File: src/rtl/lsu_mem_port.sv
// lsu_mem_port
// Load/store unit sitting behind the ALU address path. Accepts one request
// (effective address, store data, packed instruction field), runs a single
// word-aligned transfer on the data-memory bus and reports either an extended
// load result or one of three exception flags.
//
// Ports
//   clk, rst              clock, synchronous active-high reset
//   start                 one-cycle request, honoured only when idle
//   instruction[16:0]     {funct7, funct3, opcode}
//   addr[31:0]            effective address
//   store_data[31:0]      rs2 value
//   busy                  high whenever not idle
//   done                  one-cycle completion pulse
//   load_data[31:0]       extended load result, valid with done
//   misaligned            access size / address mismatch, valid with done
//   illegal_instruction   unsupported opcode/funct3, valid with done
//   bus_error             bus handshake timed out, valid with done
//   mem_req/mem_we/mem_addr/mem_wdata/mem_wstrb   bus request side
//   mem_ready/mem_rdata   bus response side
//   state_dbg[1:0]        current FSM state (IDLE=0, REQ=1, DONE=2)
//   instr_dbg[16:0]       instruction field latched for the current request
//
// Bus handshake: mem_req is held high together with stable mem_addr, mem_we,
// mem_wstrb and mem_wdata until a rising edge where mem_req and mem_ready are
// both 1; that edge completes the transfer and, for loads, captures mem_rdata.
// If TIMEOUT_CYCLES request cycles pass without mem_ready the request is
// withdrawn and bus_error is reported; a late mem_ready is then ignored.

module lsu_mem_port #(
  parameter int unsigned TIMEOUT_CYCLES = 255
) (
  input  logic        clk,
  input  logic        rst,
  input  logic        start,
  input  logic [16:0] instruction,
  input  logic [31:0] addr,
  input  logic [31:0] store_data,
  output logic        busy,
  output logic        done,
  output logic [31:0] load_data,
  output logic        misaligned,
  output logic        illegal_instruction,
  output logic        bus_error,
  output logic        mem_req,
  output logic        mem_we,
  output logic [31:0] mem_addr,
  output logic [31:0] mem_wdata,
  output logic [3:0]  mem_wstrb,
  input  logic        mem_ready,
  input  logic [31:0] mem_rdata,
  output logic [1:0]  state_dbg,
  output logic [16:0] instr_dbg
);

  localparam logic [1:0] S_IDLE = 2'd0;
  localparam logic [1:0] S_REQ  = 2'd1;
  localparam logic [1:0] S_DONE = 2'd2;

  localparam logic [6:0] OP_LOAD  = 7'b0000011;
  localparam logic [6:0] OP_STORE = 7'b0100011;

  logic [1:0]  state_q, state_d;
  logic [16:0] instr_q, instr_d;
  logic [31:0] addr_q, addr_d;
  logic [31:0] sd_q, sd_d;
  logic        we_q, we_d;
  logic [31:0] cnt_q, cnt_d;
  logic [31:0] ld_q, ld_d;
  logic        mis_q, mis_d;
  logic        ill_q, ill_d;
  logic        berr_q, berr_d;

  // Decode of the incoming request (used only on the accepting cycle).
  logic [6:0] in_op;
  logic [2:0] in_f3;
  logic       in_load, in_store, in_illegal, in_misaligned;

  always_comb begin
    in_op    = instruction[6:0];
    in_f3    = instruction[9:7];
    in_load  = 1'b0;
    in_store = 1'b0;
    if (in_op == OP_LOAD) begin
      case (in_f3)
        3'b000, 3'b001, 3'b010, 3'b100, 3'b101: in_load = 1'b1;
        default:                                in_load = 1'b0;
      endcase
    end
    if (in_op == OP_STORE) begin
      case (in_f3)
        3'b000, 3'b001, 3'b010: in_store = 1'b1;
        default:                in_store = 1'b0;
      endcase
    end
    in_illegal = !(in_load || in_store);
    // funct3[1:0] encodes the size for every legal load/store.
    case (in_f3[1:0])
      2'b01:   in_misaligned = addr[0];
      2'b10:   in_misaligned = (addr[1:0] != 2'b00);
      default: in_misaligned = 1'b0;
    endcase
  end

  // Byte-lane view of the latched request.
  logic [2:0]  f3_q;
  logic [3:0]  lane_strb;
  logic [31:0] lane_wdata;
  logic [7:0]  rd_byte;
  logic [15:0] rd_half;
  logic [31:0] rd_ext;

  always_comb begin
    f3_q = instr_q[9:7];
    case (f3_q[1:0])
      2'b00: begin
        lane_strb  = 4'b0001 << addr_q[1:0];
        lane_wdata = {4{sd_q[7:0]}};
      end
      2'b01: begin
        lane_strb  = 4'b0011 << {addr_q[1], 1'b0};
        lane_wdata = {2{sd_q[15:0]}};
      end
      default: begin
        lane_strb  = 4'b1111;
        lane_wdata = sd_q;
      end
    endcase

    case (addr_q[1:0])
      2'b00:   rd_byte = mem_rdata[7:0];
      2'b01:   rd_byte = mem_rdata[15:8];
      2'b10:   rd_byte = mem_rdata[23:16];
      default: rd_byte = mem_rdata[31:24];
    endcase
    rd_half = addr_q[1] ? mem_rdata[31:16] : mem_rdata[15:0];

    case (f3_q)
      3'b000:  rd_ext = {{24{rd_byte[7]}}, rd_byte};
      3'b001:  rd_ext = {{16{rd_half[15]}}, rd_half};
      3'b010:  rd_ext = mem_rdata;
      3'b100:  rd_ext = {24'd0, rd_byte};
      3'b101:  rd_ext = {16'd0, rd_half};
      default: rd_ext = 32'd0;
    endcase
  end

  // Next-state logic.
  always_comb begin
    state_d = state_q;
    instr_d = instr_q;
    addr_d  = addr_q;
    sd_d    = sd_q;
    we_d    = we_q;
    cnt_d   = cnt_q;
    ld_d    = ld_q;
    mis_d   = mis_q;
    ill_d   = ill_q;
    berr_d  = berr_q;

    case (state_q)
      S_IDLE: begin
        cnt_d = 32'd0;
        if (start) begin
          instr_d = instruction;
          addr_d  = addr;
          sd_d    = store_data;
          we_d    = in_store;
          ld_d    = 32'd0;
          berr_d  = 1'b0;
          ill_d   = in_illegal;
          mis_d   = !in_illegal && in_misaligned;
          state_d = (in_illegal || in_misaligned) ? S_DONE : S_REQ;
        end
      end
      S_REQ: begin
        if (mem_ready) begin
          ld_d    = we_q ? 32'd0 : rd_ext;
          state_d = S_DONE;
        end else if ((TIMEOUT_CYCLES != 0) && (cnt_q == TIMEOUT_CYCLES - 1)) begin
          berr_d  = 1'b1;
          cnt_d   = cnt_q + 32'd1;
          state_d = S_DONE;
        end else begin
          cnt_d = cnt_q + 32'd1;
        end
      end
      S_DONE: begin
        ld_d    = 32'd0;
        mis_d   = 1'b0;
        ill_d   = 1'b0;
        berr_d  = 1'b0;
        cnt_d   = 32'd0;
        state_d = S_IDLE;
      end
      default: state_d = S_IDLE;
    endcase
  end

  always_ff @(posedge clk) begin
    if (rst) begin
      state_q <= S_IDLE;
      instr_q <= 17'd0;
      addr_q  <= 32'd0;
      sd_q    <= 32'd0;
      we_q    <= 1'b0;
      cnt_q   <= 32'd0;
      ld_q    <= 32'd0;
      mis_q   <= 1'b0;
      ill_q   <= 1'b0;
      berr_q  <= 1'b0;
    end else begin
      state_q <= state_d;
      instr_q <= instr_d;
      addr_q  <= addr_d;
      sd_q    <= sd_d;
      we_q    <= we_d;
      cnt_q   <= cnt_d;
      ld_q    <= ld_d;
      mis_q   <= mis_d;
      ill_q   <= ill_d;
      berr_q  <= berr_d;
    end
  end

  // Bus outputs are forced to zero outside REQ so an idle bus is quiet.
  always_comb begin
    busy                = (state_q != S_IDLE);
    done                = (state_q == S_DONE);
    mem_req             = (state_q == S_REQ);
    mem_we              = mem_req && we_q;
    mem_addr            = mem_req ? {addr_q[31:2], 2'b00} : 32'd0;
    mem_wstrb           = mem_we ? lane_strb : 4'd0;
    mem_wdata           = mem_we ? lane_wdata : 32'd0;
    load_data           = done ? ld_q : 32'd0;
    misaligned          = done && mis_q;
    illegal_instruction = done && ill_q;
    bus_error           = done && berr_q;
    state_dbg           = state_q;
    instr_dbg           = instr_q;
  end

endmodule

File: config.mk
export PLATFORM = sky130hd
export DESIGN_NAME = lsu_mem_port
export DESIGN_NICKNAME = d
export VERILOG_FILES = /design/src/rtl/lsu_mem_port.sv
export SDC_FILE = /design/constraint.sdc
export NUM_CORES = 1
export LEC_CHECK = 0
export CORE_AREA = 10 10 148 150
export CTS_BUF_LIST = sky130_fd_sc_hd__clkbuf_2
export CTS_CLUSTER_SIZE = 10
export DETAILED_ROUTE_END_ITERATION = 8
export DIE_AREA = 0 0 158 160
export PLACE_DENSITY = 0.7
export SKIP_LAST_GASP = 1
export SYNTH_ARGS = -nofsm -noshare
export SYNTH_HDL_FRONTEND = slang
export SYNTH_SLANG_ARGS = --single-unit
File: constraint.sdc
create_clock -name clk -period 2.4 [get_ports clk]
set_input_delay 0.24 -clock clk [delete_from_list [all_inputs] [get_ports clk]]
set_output_delay 0.24 -clock clk [all_outputs]
set_load 0.005 [all_outputs]
**Word level (Yosys, flattened, before mapping)**

Cells that the tools add are included.

- Register bits after elaboration: 151
- Word-level logic and storage cells: 96

- Add/subtract/negate cells: 1
- Shift-type cells: 2
- Equal/unequal tests: 23
- Muxes and demuxes: 33
- Reduce and logical (&&, ||, !) cells: 27

Operator list:

| operator | count |
|---|---|
| $mux 32 | 7 |
| $pmux 32 s5 | 1 |
| $pmux 32 s2 | 2 |
| $pmux 32 s3 | 1 |
| $add 32x1->32 const B | 1 |
| $eq 32x8->1 const B | 1 |
| $pmux 8 s3 | 1 |
| $mux 16 | 1 |
| $eq 3x3->1 const B | 4 |
| $mux 1 | 9 |
| $eq 2x1->1 const B | 4 |
| $mux 2 | 4 |
| $pmux 4 s2 | 1 |
| $reduce_and 2->1 | 4 |
| $reduce_bool 2->1 | 4 |
| $eq 7x2->1 const B | 1 |
| $eq 7x6->1 const B | 1 |
| $eq 2x2->1 const B | 3 |
| $eq 3x1->1 const B | 2 |
| $eq 3x2->1 const B | 2 |
| $logic_not 2->1 | 3 |
| $logic_not 3->1 | 2 |
| $pmux 1 s2 | 3 |
| $logic_and 1x1->1 | 5 |
| other kinds (16) | 19 |

**Depth between registers and ports, before layout**

- Word-level depth: 10
- Gate-level depth with buffers: 7
- Depth with buffers taken out: 6

**Least setup slack after synthesis**

OpenSTA, ideal clock, no wires.

- Kind: register to register
- Start: register cnt_q[4]
- End: register cnt_q[27]
- Cell stages (with the launch flop): 7
- Required time: 2.328 ns
- Data arrival time: 1.830 ns
- Path buffers: 2
- Setup slack: 0.499 ns
- Cell sequence: dfxtp_1 nand4_4 or4_1 buf_2 buf_6 nor4_1 mux2i_1

- Word-level cells in the longest chain between the ends: 3

RTL lines:

| what | line | text |
|---|---|---|
| from (decl) | 68 | `logic [31:0] cnt_q, cnt_d;` |
| from (signal assigned) | 218 | `cnt_q <= cnt_d;` |
| $add 32x1->32 | 182, 185 |  |
| $mux 32 | 177 | `if (mem_ready) begin` |
| $pmux 32 s2 | 161 | `case (state_q)` |

No other way between the ends. The select of a mux whose other input is x is not followed.
A chain may end at the register's enable or synchronous reset.

**Final worst setup path**

- Start: register state_q[0] (netlist: state_dbg[0])
- End: output load_data[26]

- Word-level cells in the longest chain between the ends: 2

RTL lines:

| what | line | text |
|---|---|---|
| from (decl) | 63 | `logic [1:0] state_q, state_d;` |
| from (signal assigned) | 213 | `state_q <= state_d;` |
| $eq 2x2->1 | 229 | `done = (state_q == S_DONE);` |
| $mux 32 | 235 | `load_data = done ? ld_q : 32'd0;` |
| to (decl) | 41 | `output logic [31:0] load_data,` |

No other way between the ends.

==> results.tsv <==
stage	metric	value	unit
finish	finalInstanceArea	11300	sq um
detailed_routing	antenna_left	0	
power	p_leak	0.004440	uW
detailed_routing	dr_total_vias	8090	
hold_path	hold_class	input pin to register	
clocking	cts.sinks	151	
power	power_density	448.0	nW/um^2
grt	grt_first_pass_wirelength	43.00	mm
die	ios	243	
place	io_buffers	240	
clocking	path_clk_slew	0.23	ns
critical_path	cp-startpoint	state_dbg[0]	
critical_path	timing.rr.start	state_dbg[1]	
die	core_area	19080	sq um
critical_path	reg2reg_slack	0.24	ns
place	place_ws	0.09435	ns
finish	nNetsFinal	1386	
sta	final-setup-viol-count	33	
grt	grtUsageTotal	0.2099	
detailed_routing	drc	0	
finish	drive_gt1_frac	0.1378	
place	routabilityCongestion	0.8459	
clocking	cts_tree	done	
detailed_routing	first_pass_iters	5	
die	die_w	158	um
power	total_power	5060	uW
detailed_routing	via_per_inst	5.333	
clocking	max-clock-path-buffers	2	
grt	grt-ovfl-total	0	
finish	stdcell_count	1517	
yosys	synthesis.area	7427	sq um
critical_path	crit_fanout	33	
sta	drv_slew	0	
die	die_h	160	um
critical_path	max_stage_delay	0.51	ns
yosys	yosysWarnings	0	
die	start_util	0.3893	
critical_path	r2r_end	addr_q[14]	
job	drv_cap	0	
yosys	ys_ff_latch	151	
critical_path	crit_arrival	2.32	ns
clocking	htree_levels	4	
detailed_routing	drtIter0Drc	544	
critical_path	worstRegToRegCells	8	
sta	period_share	1.067	
yosys	synthArstFlopShare	0	
grt	antenna_found_initial	2	
sta	clock.fmax	0.3905	GHz
yosys	synth_edf_count	0	
power	vdd_drop_max	316.9	uV
run_status	violations	setup timing	
sta	tightest_slew	1.020	ns
yosys	synthCells	956	
critical_path	end_kind	output pin	
critical_path	endpoint	load_data[26]	
detailed_routing	drt-total-wl	27.74	mm
detailed_routing	post_drt_wl_per_cell	18.28	um
yosys	synth_cell_types	61	
place	placed_area	10160	sq um
yosys	synth-main-ff-cell	dfxtp_1	
sta	layout_setup_ws	-0.1610	ns
sta	layout_min_cycle_time	2.561	ns
run_status	outcome	finished with violations	
place	dpl.hpwl	18.85	mm
critical_path	path_cells	buf_4 > nor2b_4 > buf_12 > and2_1 > clkdlybuf4s50_1	
sta	hold_viol	0	
die	rows	51	
sta	maxSlewHeadroom	0.3172	
place	dp.cells	1393	
critical_path	slowest_stage	clkdlybuf4s50_1	
clocking	clock_latency	0.74	ns
grt	grt_pass1_vias	7957	
grt	grt_max_degree	84	
critical_path	critPathKind	register to output pin	
critical_path	startpoint_type	register	
sta	grt_setup_unrepaired	true	
sta	whs	0.09099	ns
die	die_area	25280	sq um
yosys	syn_avg_cell_area	7.769	sq um
finish	layout-area-overhead-vs-synth	52.09	%
clocking	numCtsBuffers	17	
clocking	clockRootBuffer	clkbuf_2	
sta	finClkSkew	0.03198	ns
critical_path	critPathRequiredTime	2.16	ns
yosys	synth_seq_area_share	0.4070	
layout make-up:
type | instances | area (sq um)
clock buffers | 19 | 95.09
multi-input cells | 721 | 4163
repair buffers | 364 | 3522
diodes | 2 | 5.005
flip-flops and latches | 151 | 3033
inverters | 9 | 33.78
fillers | 1707 | 7784
clock inverters | 13 | 146.4
well taps | 238 | 297.8
cells in the final DEF (no fill, tap or decap), types with 14 or more instances in the layout:
master,instances
nand2_1,239
clkdlybuf4s50_1,167
dfxtp_1,147
a21oi_1,112
dlygate4sd3_1,73
and2_1,67
clkbuf_2,57
nor2_1,43
o21ai_0,41
buf_4,30
mux2i_1,21
a22oi_1,17
and3_1,14
dlygate4sd2_1,14
report_power, final:
| group | internal (uW) | switching, uW | total [uW] | leakage (uW) |
|---|---|---|---|---|
| sequential | 2590 | 54.7 | 2650 | 0.00123 |
| clock | 498 | 1010 | 1500 | 0.000136 |
| combinational | 488 | 418 | 907 | 0.00307 |
| total | 3580 | 1480 | 5060 | 0.00444 |
synth_stat cells, drive strengths merged, types with 3 or more instances:
library cell,count,area share
nor3,6,0.0040
a21oi,117,0.079
buf,10,0.0072
mux4,8,0.024
clkbuf,66,0.033
inv,9,0.0045
or3,8,0.0067
nor2b,4,0.0034
ha,5,0.0084
mux2,5,0.0076
and4,3,0.0035
xnor2,3,0.0035
a221oi,7,0.0083
a222oi,7,0.0094
nand3,9,0.0061
o21ai,41,0.028
and2,68,0.057
xor2,5,0.0059
nor4,11,0.0093
nand4,12,0.012
nand2b,4,0.0034
or2,7,0.0059
o31ai,5,0.0051
o211ai,5,0.0051
mux2i,22,0.030
nand2,241,0.12
nor3b,5,0.0064
and3,14,0.012
a22oi,17,0.017
dfxtp,151,0.41
or4,9,0.0096
nor2,45,0.023
worst min path at each step:
stage | start | end | cells past startpoint
floorplan | addr[10] | addr_q[10] | 2
global placement | ld_q[3] | ld_q[3] | 2
detailed placement | ld_q[6] | ld_q[6] | 2
CTS | instruction[6] | instr_dbg[6] | 3
global route | instruction[0] | instr_dbg[0] | 3
finish | instruction[0] | instr_dbg[0] | 3
kinds of logic (layout without fill, tap and decap cells):
group	after synthesis	after routing	share of synthesized area
AO/OA/AOI/OAI	217	217	0.1742
XOR/XNOR	8	8	0.009434
adder cells (fa/ha/maj)	5	5	0.008423
buffers and inverters	85	405	0.04515
flip-flops	151	151	0.4070
multiplexers	35	35	0.06149
other	1	4	0.0005049
AND/OR/NAND/NOR	454	454	0.2938
timing repair:
action                                  4_1_cts  5_1_grt
gates cloned                                  4        2
resized for setup                            88      131
hold buffers                                 73        0
endpoints found under the setup margin      104       96
pin swaps                                     1        0
hold endpoints to repair                     78        0
buffers inserted                              8        6
stage by stage:
stage                     utilization  TNS [ns]
after floorplan                     -         0
after global placement         0.5325         0
after detailed placement       0.5325         0
after CTS                      0.5928    -8.223
after global routing           0.5920    -10.49
final                          0.5920    -4.075
sequential cells by signal, indices dropped and copies added (netlist names):
signal	flops
addr_q	32
ld_q	32
mis_q	1
berr_q	1
state_dbg	2
ill_q	1
we_q	1
cnt_q	32
sd_q	32
instr_dbg	17
worst max-delay path: cells and delay by family, from the launching register on:
kind / cells / cell delay (ns)
buffers and inverters: 3 / 0.87
DFF: 1 / 0.38
and+or+nand+nor: 2 / 0.33
metal layers:
metal,routed length [um],GRT usage
met1,11600,0.2509
met2,12640,0.3300
met3,2569,0.07064
met4,923,0.1007
met5,0,0
Note: power is estimated with default switching activity, not from simulation.
